$ cat config.mk
export PLATFORM = sky130hd
export DESIGN_NAME = mux_rr_arbiter
export DESIGN_NICKNAME = d
export VERILOG_FILES = /design/src/rtl/mux_rr_arbiter_pkg.sv /design/src/rtl/mux_rr_arbiter_rr_pick4.sv /design/src/rtl/mux_rr_arbiter.sv
export SDC_FILE = /design/constraint.sdc
export NUM_CORES = 1
export LEC_CHECK = 0
export CAP_MARGIN = 10
export CORE_MARGIN = 3
export CORE_UTILIZATION = 45
export CTS_BUF_LIST = sky130_fd_sc_hd__clkbuf_4 sky130_fd_sc_hd__clkbuf_8
export DETAILED_ROUTE_END_ITERATION = 8
export GPL_ROUTABILITY_DRIVEN = 0
export MAX_ROUTING_LAYER = met4
export PLACE_DENSITY = 0.79
export SETUP_SLACK_MARGIN = 0.5
export SLEW_MARGIN = 20
export SYNTH_ARGS = -nofsm -noshare
export SYNTH_HDL_FRONTEND = slang
export SYNTH_SLANG_ARGS = --single-unit
$ cat constraint.sdc
create_clock -name clk -period 2.8 [get_ports clk]
set_input_delay 0.56 -clock clk [delete_from_list [all_inputs] [get_ports clk]]
set_output_delay 0.56 -clock clk [all_outputs]
set_load 0.01 [all_outputs]
$ cat src/rtl/mux_rr_arbiter_pkg.sv
// Shared constants and types for the round-robin mux arbiter.
// Holds the FSM encoding, the channel count and the LED bit map.
package mux_rr_arbiter_pkg;

  localparam int N = 4;

  typedef enum logic {
    IDLE  = 1'b0,
    GRANT = 1'b1
  } state_t;

  localparam int LED_GRANT_LSB = 0;
  localparam int LED_SEL_LSB   = 4;
  localparam int LED_OUT       = 6;
  localparam int LED_VALID     = 7;
  localparam int LED_PTR_LSB   = 8;

endpackage

$ cat src/rtl/mux_rr_arbiter_rr_pick4.sv
// Combinational round-robin picker: returns the first set mask bit
// starting at ptr and wrapping modulo 4, plus a flag if any bit is set.
module rr_pick4
  import mux_rr_arbiter_pkg::*;
(
  input  logic [N-1:0] mask,
  input  logic [1:0]   ptr,
  output logic [1:0]   idx,
  output logic         any
);

  logic [N-1:0] rot;

  // rot[k] is the request seen k places after ptr
  for (genvar gi = 0; gi < N; gi++) begin : g_rot
    assign rot[gi] = mask[2'(ptr + 2'(gi))];
  end

  always_comb begin
    idx = ptr;
    any = |mask;
    for (int i = N - 1; i >= 0; i--) begin
      if (rot[i]) idx = ptr + 2'(i);
    end
  end

endmodule

$ cat src/rtl/mux_rr_arbiter.sv
// Round-robin arbiter driving the select of a shared 4:1 mux line,
// with a minimum dwell per grant and status mirrored on the LED bank.
module mux_rr_arbiter
  import mux_rr_arbiter_pkg::*;
#(
  parameter int DWELL = 4
) (
  input  logic         clk,
  input  logic         reset,
  input  logic [N-1:0] req,
  input  logic [N-1:0] in,
  output logic [1:0]   select,
  output logic [N-1:0] grant,
  output logic         valid,
  output logic         out,
  output logic [9:0]   LED
);

  localparam int CW = $clog2(DWELL) + 1;
  localparam logic [CW-1:0] DWELL_M1 = CW'(DWELL - 1);

  state_t        state_q, state_d;
  logic [1:0]    ptr_q, ptr_d;
  logic [CW-1:0] count_q, count_d;
  logic [1:0]    select_q, select_d;
  logic [N-1:0]  grant_q, grant_d;
  logic          valid_q, valid_d;

  logic [N-1:0] owner_bit;
  logic [N-1:0] others;
  logic [N-1:0] pick_mask;
  logic [1:0]   pick_ptr;
  logic [1:0]   pick_idx;
  logic         pick_any;

  // In GRANT the picker only ever runs for a handover, so it always sees
  // the request set with the owner removed and starts just past the owner.
  always_comb begin
    owner_bit = N'(1) << select_q;
    others    = req & ~owner_bit;
    pick_mask = req;
    pick_ptr  = ptr_q;
    if (state_q == GRANT) begin
      pick_mask = others;
      pick_ptr  = select_q + 2'd1;
    end
  end

  rr_pick4 u_pick (
    .mask (pick_mask),
    .ptr  (pick_ptr),
    .idx  (pick_idx),
    .any  (pick_any)
  );

  always_comb begin
    state_d  = state_q;
    ptr_d    = ptr_q;
    count_d  = count_q;
    select_d = select_q;
    grant_d  = grant_q;
    valid_d  = valid_q;
    case (state_q)
      IDLE: begin
        grant_d = '0;
        valid_d = 1'b0;
        if (pick_any) begin
          select_d = pick_idx;
          grant_d  = N'(1) << pick_idx;
          valid_d  = 1'b1;
          count_d  = '0;
          state_d  = GRANT;
        end
      end
      GRANT: begin
        if (!req[select_q] || (count_q == DWELL_M1 && |others)) begin
          ptr_d   = select_q + 2'd1;
          count_d = '0;
          if (pick_any) begin
            select_d = pick_idx;
            grant_d  = N'(1) << pick_idx;
            valid_d  = 1'b1;
          end else begin
            grant_d = '0;
            valid_d = 1'b0;
            state_d = IDLE;
          end
        end else if (count_q != DWELL_M1) begin
          count_d = count_q + CW'(1);
        end
      end
      default: state_d = IDLE;
    endcase
  end

  always_ff @(posedge clk) begin
    if (reset) begin
      state_q  <= IDLE;
      ptr_q    <= '0;
      count_q  <= '0;
      select_q <= '0;
      grant_q  <= '0;
      valid_q  <= 1'b0;
    end else begin
      state_q  <= state_d;
      ptr_q    <= ptr_d;
      count_q  <= count_d;
      select_q <= select_d;
      grant_q  <= grant_d;
      valid_q  <= valid_d;
    end
  end

  assign select = select_q;
  assign grant  = grant_q;
  assign valid  = valid_q;
  assign out    = valid_q & in[select_q];

  assign LED[LED_GRANT_LSB +: N] = grant_q;
  assign LED[LED_SEL_LSB +: 2]   = select_q;
  assign LED[LED_OUT]            = out;
  assign LED[LED_VALID]          = valid_q;
  assign LED[LED_PTR_LSB +: 2]   = ptr_q;

endmodule

==> results of run 1 <==
layer usage:
metal / part of all wire / track usage
met5: 0 / -
met4: 0.014 / 0.0766
met3: 0.038 / 0.0199
met2: 0.53 / 0.324
met1: 0.42 / 0.245
layout make-up:
type,instances,share of cell area
clock buffers,4,0.0237
well taps,27,0.0266
multi-input cells,75,0.497
inverters,3,0.00888
flip-flops and latches,13,0.207
repair buffers,32,0.237
cell usage after synthesis, drive strengths merged (2+ instances only):
| library cell | instances |
|---|---|
| dfxtp | 13 |
| buf | 10 |
| a21oi | 6 |
| ha | 6 |
| nand2b | 6 |
| nor2 | 5 |
| o21ai | 5 |
| a21boi | 4 |
| nor2b | 4 |
| o32ai | 4 |
| a21bo | 3 |
| inv | 3 |
| mux2i | 3 |
| or4 | 3 |
| a31oi | 2 |
| mux4 | 2 |
| nand2 | 2 |
| nand3 | 2 |
| nor3 | 2 |
where the power goes:
part           leakage [nW]  internal (mW)  total, mW  switching (mW)
clock                0.0184         0.0650      0.125          0.0603
combinational         0.360          0.171      0.321           0.151
sequential            0.107          0.209      0.239          0.0295
total                 0.486          0.445      0.685           0.240
repair_timing:
action / in CTS / in global routing
pin swaps: 2 / 2
gates resized for setup: 10 / 6
endpoints found under the setup margin: 3 / 7
buffers inserted: 0 / 3
path summary, 6_finish.rpt:
| check | start | to |
|---|---|---|
| worst max-delay path | in[2] | out |
| worst min register to register | count_q[1] | count_q[1] |
| worst min-delay path | count_q[1] | count_q[1] |
| worst max register to register | select[0] | count_q[1] |
layout by cell type, fill, tap and decap left out, types with 4 or more instances in the layout:
cell | Yosys | final
a21boi_1 | 3 | 4
a21oi_1 | 6 | 6
buf_4 | 8 | 5
clkbuf_4 | 0 | 4
clkdlybuf4s50_1 | 0 | 24
dfxtp_1 | 13 | 11
ha_1 | 6 | 6
nand2b_1 | 6 | 6
nor2_1 | 5 | 5
o21ai_0 | 4 | 4
kinds of logic after synthesis:
kind of cell	Yosys count
muxes	6
adders and majority gates	6
AOI/OAI and AO/OA	33
buffers and inverters	14
DFF	13
and+or+nand+nor	30
worst min-delay path, stage by stage (launching register included):
cell	delay [ns]
dfxtp_1	0.32
nand2b_1	0.07
o21ai_1	0.06
flip-flops by register name, indices dropped and copies added, names as in the netlist:
| signal | count |
|---|---|
| grant | 4 |
| valid | 1 |
| count_q | 3 |
| state_q | 1 |
| ptr_q | 2 |
| select | 2 |
==> results.cfg, run 1 <==
[outcome]
outcome = completed

[drt]
routed_wl_um = 2370
drt-pass1-iter-count = 4
vias_per_cell = 5.74
vias = 884
postRouteAntennaNets = 0
initialDrtViolationCount = 28
drc = 0
wl_per_cell_um = 15.4

[synth]
ys_async_sr_fraction = 0
synth_compound_area_frac = 0.266
ys.warnings.count = 0
synthCells = 102
synth_area_per_cell_um2 = 9.42
ys_ff_latch = 13
synth_cell_types = 43
yosysTopAreaCell = dfxtp_1
synth-simple-area-share = 0.204
synth-seq-area-share = 0.271
muxShareOfSynthArea = 0.0938
yosys-top-cells-area = dfxtp_1 (27%), ha_1 (7.8%), buf_4 (6.3%), nand2b_1 (3.9%), o32ai_1 (3.6%)
synthAdderAreaFrac = 0.0781
synth_xor_area_frac = 0
synth_flop_cell = dfxtp_1
synth_enable_flop_cells = 0
synth_top_family_by_area = compound AO/OA/AOI/OAI gates
netlist.area_leader.share = 0.271
netlist_area_um2 = 961
syn_nets = 118

[layout]
drive_gt1_frac = 0.213
syn_to_final_growth_pct = 32.0
diodes = 0
fillers = 162
utilization = 0.640
final_nets = 144
seq_area_um2 = 263
finalNonFillerCells = 154
multi_input_area_um2 = 631
final_cell_area_mm2 = 0.00127

[worst_setup_path]
path_max_fanout = 2
r2r_setup_slack_ns = 0.72
critPathCaptureType = primary output
reg2reg_depth = 7
slowest_delay_ns = 0.47
required_ns = 2.24
critPathKind = input pin to primary output
path_buf_inv = 2
slowest_stage = mux4_2
arrival_ns = 1.74
crit_chain = clkdlybuf4s50_1, mux4_2, and2_4, buf_2
cp_top_family = buffers and inverters
worst_setup_path_start_kind = input pin
cp_num_cells = 4

[power]
power_mw = 0.685
leakage_nw = 0.486
ir_worst_vdd_mv = 0.440
powerDensity_mw_per_mm2 = 540

[timing]
setup_slack_ns = 0.503
drv_slew = 0
finalHoldViolCount = 0
max_freq_mhz = 435
period_share = 0.820
tightest_slew_ns = 0.552
fin_crit_ns = 2.30
slew_headroom = 0.631
setup_violations = 0
fin_setup_tns_ns = 0
fin_worst_skew_ns = 0.000831
rsz0062_at_grt = yes
hold_slack_ns = 0.486

[cts]
numCtsBuffers = 3
cts.clk_slew.worst_paths_ns = 0.08
clk-insertion-delay-late_ns = 0.28
clock_tree.root_cell = clkbuf_4
hold_buffers = 0
cts_tree = done
htreeDepth = 1
clockBufferDepth = 2
cts.sinks = 13

[die]
core_mm2 = 0.00198
dieHeight_um = 52.2
die_w_um = 52.2
row_count = 16
initial_core_util = 0.485
dieArea_mm2 = 0.00273
ios = 28

[grt]
overflow = 0
grt_max_degree = 20
antenna_found_initial = 0
grt_pass1_wl_um = 3930
track_usage = 0.195
grt_pass1_vias = 871

[run]
cap_violations = 0

[worst_hold_path]
min_path_cells = 2
hp-class = flop to flop

[placement]
place_ws_ns = 0.110
port_buffers = 27
dpl-instance-area_mm2 = 0.00121
place_inst = 147
hpwl_um = 1740
Power figures use the tool's default switching activity.
==> run 2: changes to the inputs <==
==> constraint.sdc (replaced) <==
create_clock -name clk -period 2.3 [get_ports clk]
set_input_delay 0.46 -clock clk [delete_from_list [all_inputs] [get_ports clk]]
set_output_delay 0.46 -clock clk [all_outputs]
set_load 0.01 [all_outputs]
==> results.cfg, run 2 (synthesis results as in run 1) <==
[layout]
final_nets = 159
layout.cells.most_common = buf_4
utilization = 0.807
drive_gt1_frac = 0.486
largest_reg_flops = 4
multi_input_area_um2 = 802
fillers = 114
layout_common_cells = buf_4 (14), clkdlybuf4s50_1 (13), dfxtp_1 (10)
seq_area_um2 = 272
syn_to_final_growth_pct = 66.5
diodes = 0
finalNonFillerCells = 169
final_cell_area_mm2 = 0.00160

[timing]
hold_slack_ns = 0.477
drv_slew = 0
slew_headroom = 0.682
fin_setup_tns_ns = 0
period_share = 0.849
setup_slack_ns = 0.346
setup_violations = 0
finalHoldViolCount = 0
fin_worst_skew_ns = 0.00210
tightest_slew_ns = 0.473
max_freq_mhz = 512
rsz0062_at_grt = yes
fin_crit_ns = 1.95

[drt]
vias = 976
vias_per_cell = 5.78
drc = 0
routed_wl_um = 2830
initialDrtViolationCount = 15
drt-pass1-iter-count = 4
postRouteAntennaNets = 0
wl_per_cell_um = 16.8

[die]
dieHeight_um = 52.2
initial_core_util = 0.485
ios = 28
dieArea_mm2 = 0.00273
core_mm2 = 0.00198
die_w_um = 52.2
row_count = 16

[cts]
cts.sinks = 13
cts_tree = done
htreeDepth = 1
numCtsBuffers = 3
hold_buffers = 0
clock_tree.root_cell = clkbuf_4
clk-insertion-delay-late_ns = 0.28
clockBufferDepth = 2
cts.clk_slew.worst_paths_ns = 0.07

[placement]
hpwl_um = 1650
place_inst = 153
port_buffers = 27
place_ws_ns = -0.160
dpl-instance-area_mm2 = 0.00130

[grt]
track_usage = 0.201
grt_max_degree = 16
grt_pass1_vias = 882
grt_pass1_wl_um = 3970
overflow = 0
antenna_found_initial = 0

[power]
ir_worst_vdd_mv = 0.463
comb_power_share = 0.546
clkPwrFrac = 0.152
power_mw = 1.00
p_int_mw = 0.639
switchingPower_mw = 0.364
powerDensity_mw_per_mm2 = 627
leakage_nw = 0.665
seqPwrFrac = 0.302
p_sw_frac = 0.363

[worst_hold_path]
hp-class = flop to flop

[outcome]
outcome = completed

[worst_setup_path]
r2r_setup_slack_ns = 0.36
critPathKind = flop to primary output
arrival_ns = 1.49
critPathCaptureType = primary output
worst_setup_path_start_kind = flop
required_ns = 1.84
path_max_fanout = 7

[run]
cap_violations = 0
==> run 2: path summary, 6_finish.rpt <==
check                                 from          to  cells past startpoint
worst max-delay path             select[0]         out                      3
worst min-delay path            count_q[2]  count_q[2]                      2
worst max register to register   select[0]  count_q[1]                      7
worst min register to register  count_q[2]  count_q[2]                      2
==> run 2: worst max-delay path: stages (launching register included) <==
cell and delay (ns):
dfxtp_4 0.42, mux4_2 0.52, and2_4 0.16, buf_6 0.11
==> run 2: layer usage <==
metal,global-route usage,vias up,share of wire
li1,-,463,-
met1,0.241,478,0.43
met2,0.337,26,0.51
met3,0.0171,9,0.035
met4,0.102,0,0.031
met5,-,-,0
==> run 2: what timing repair did <==
| item | in CTS | in global routing |
|---|---|---|
| endpoints found under the setup margin | 15 | 19 |
| resized for setup | 42 | 22 |
| setup buffers | 7 | 5 |
| pin swaps | 12 | 17 |
==> run 2: cell type report <==
type	instances	area share
Timing Repair Buffer	47	0.279
Sequential cell	13	0.170
Inverter	3	0.0102
Multi-Input combinational cell	75	0.501
Clock buffer	4	0.0188
Tap cell	27	0.0211
==> run 2: power by group through the flow <==
stage	clock network, mW	logic [mW]	registers [mW]
6_report	0.152	0.548	0.303
5_1_grt	0.165	0.584	0.308
4_1_cts	0.157	0.485	0.300
3_5_place_dp	0	0.396	0.307
3_3_place_gp	0	0.391	0.305
2_1_floorplan	0	0.247	0.307
==> run 3: changes to the inputs <==
--- a/config.mk
+++ b/config.mk
@@ -6,13 +6,14 @@
 export NUM_CORES = 1
 export LEC_CHECK = 0
 export CAP_MARGIN = 10
+export CORE_ASPECT_RATIO = 0.6
 export CORE_MARGIN = 3
-export CORE_UTILIZATION = 45
+export CORE_UTILIZATION = 44
 export CTS_BUF_LIST = sky130_fd_sc_hd__clkbuf_4 sky130_fd_sc_hd__clkbuf_8
 export DETAILED_ROUTE_END_ITERATION = 8
 export GPL_ROUTABILITY_DRIVEN = 0
 export MAX_ROUTING_LAYER = met4
-export PLACE_DENSITY = 0.79
+export PLACE_DENSITY = 0.81
 export SETUP_SLACK_MARGIN = 0.5
 export SLEW_MARGIN = 20
 export SYNTH_ARGS = -nofsm -noshare
==> constraint.sdc (replaced) <==
create_clock -name clk -period 1.65 [get_ports clk]
set_input_delay 0.33 -clock clk [delete_from_list [all_inputs] [get_ports clk]]
set_output_delay 0.33 -clock clk [all_outputs]
set_load 0.01 [all_outputs]
==> results.cfg, run 3 (synthesis results as in run 1) <==
[worst_setup_path]
crit_path_start = select[0]
r2r_setup_slack_ns = -0.52
r2r_end = grant[3]
r2r_start = select[0]
critPathCaptureType = flop
reg2reg_depth = 10
worst_setup_path_start_kind = flop
arrival_ns = 2.35
worstSetupEndpoint = grant[3]
critPathKind = flop to flop
path_max_fanout = 5
required_ns = 1.84

[timing]
drv_slew = 0
period_share = 1.31
slew_headroom = 0.726
fin_crit_ns = 2.17
setup_violations = 15
tightest_slew_ns = 0.409
finalHoldViolCount = 0
setup_slack_ns = -0.516
rsz0062_at_grt = yes
fin_worst_skew_ns = 0.00412
max_freq_mhz = 462

[layout]
diodes = 0
final_nets = 185
largest_reg_flops = 4
finalNonFillerCells = 196
layout.cells.most_common = buf_4
fillers = 56
syn_to_final_growth_pct = 89.2
drive_gt1_frac = 0.702
layout_common_cells = buf_4 (33), buf_6 (25), dfxtp_2 (8)

[cts]
clockBufferDepth = 2
cts.clk_slew.worst_paths_ns = 0.08
clk-insertion-delay-late_ns = 0.29
htreeDepth = 1
cts_tree = done
numCtsBuffers = 3
hold_buffers = 0
clock_tree.root_cell = clkbuf_4
cts.sinks = 13

[grt]
grt_max_degree = 14
overflow = 0
grt_pass1_vias = 1118
grt_pass1_wl_um = 5570
antenna_found_initial = 0
track_usage = 0.277

[die]
dieHeight_um = 42.2
dieArea_mm2 = 0.00280
core_mm2 = 0.00195
row_count = 12
die_w_um = 66.3
ios = 28
initial_core_util = 0.492

[power]
ir_worst_vdd_mv = 0.813
leakage_nw = 0.796
powerDensity_mw_per_mm2 = 915

[placement]
hpwl_um = 2050
place_inst = 167
port_buffers = 27
place_ws_ns = -0.580

[drt]
initialDrtViolationCount = 185
postRouteAntennaNets = 0
vias = 1253
drc = 0
routed_wl_um = 4550
vias_per_cell = 6.39
wl_per_cell_um = 23.2
drt-pass1-iter-count = 7

[outcome]
outcome = finished, violations left
violations = setup timing

[worst_hold_path]
hp-class = flop to flop

[run]
cap_violations = 0
[run 3: timing repair]
item | in CTS | in global routing
endpoints found under the hold margin | 0 | 0
resized for setup | 111 | 33
endpoints found under the setup margin | 31 | 26
cloned | 0 | 0
setup buffers | 15 | 10
pin swaps | 5 | 11
[run 3: worst max-delay path, stage by stage, from the launching register on]
cell,delay [ns]
dfxtp_4,0.36
buf_8,0.14
inv_8,0.07
ha_4,0.17
nor2b_4,0.05
o41ai_4,0.48
nand3_2,0.21
buf_4,0.18
buf_4,0.13
buf_4,0.15
o32ai_2,0.12
[run 3: worst min-delay path by stage]
| stage | startpoint | end | cells after the start |
|---|---|---|---|
| 6_report | grant[1] | grant[1] | 2 |
| 5_1_grt | count_q[2] | count_q[2] | 2 |
| 4_1_cts | count_q[2] | count_q[2] | 2 |
| 3_5_place_dp | count_q[2] | count_q[2] | 2 |
| 3_3_place_gp | count_q[1] | count_q[1] | 2 |
| 2_1_floorplan | count_q[1] | count_q[1] | 2 |
[run 3: area by class of cell]
class | instances | area (um^2) | share of cell area
flip-flops and latches | 13 | 278 | 0.153
repair buffers | 73 | 658 | 0.362
clock buffers | 4 | 30.0 | 0.0165
inverters | 3 | 21.3 | 0.0117
multi-input cells | 75 | 796 | 0.438
well taps | 28 | 35.0 | 0.0193
[run 3: through the flow]
stage | TNS [ns] | utilization | hold slack, ns | power (mW) | instance area [um^2]
5_1_grt | -6.99 | 0.931 | 0.570 | 1.72 | 1820
3_3_place_gp | -6.66 | 0.722 | 0.460 | 1.04 | 1410
3_5_place_dp | -7.28 | 0.722 | 0.476 | 1.06 | 1410
4_1_cts | -3.79 | 0.828 | 0.484 | 1.42 | 1620
2_1_floorplan | -0.681 | - | 0.446 | 0.778 | 1020
6_report | -6.07 | 0.931 | 0.548 | 1.66 | 1820
[run 3: power by group]
part	total [mW]	leakage, nW	switching, mW	internal [mW]
sequential	0.415	0.111	0.0527	0.363
combinational	1.02	0.667	0.466	0.557
clock	0.225	0.0184	0.115	0.111
total	1.66	0.796	0.634	1.03
[run 3: per-layer routing]
metal  share of wire  track usage  wire length, um  vias to the layer above
met4           0.068        0.146              311                        0
li1                -            -                -                      515
met5               0            -                0                        -
met2            0.45        0.432             2050                      129
met3           0.099       0.0831              451                       42
met1            0.38        0.320             1730                      567
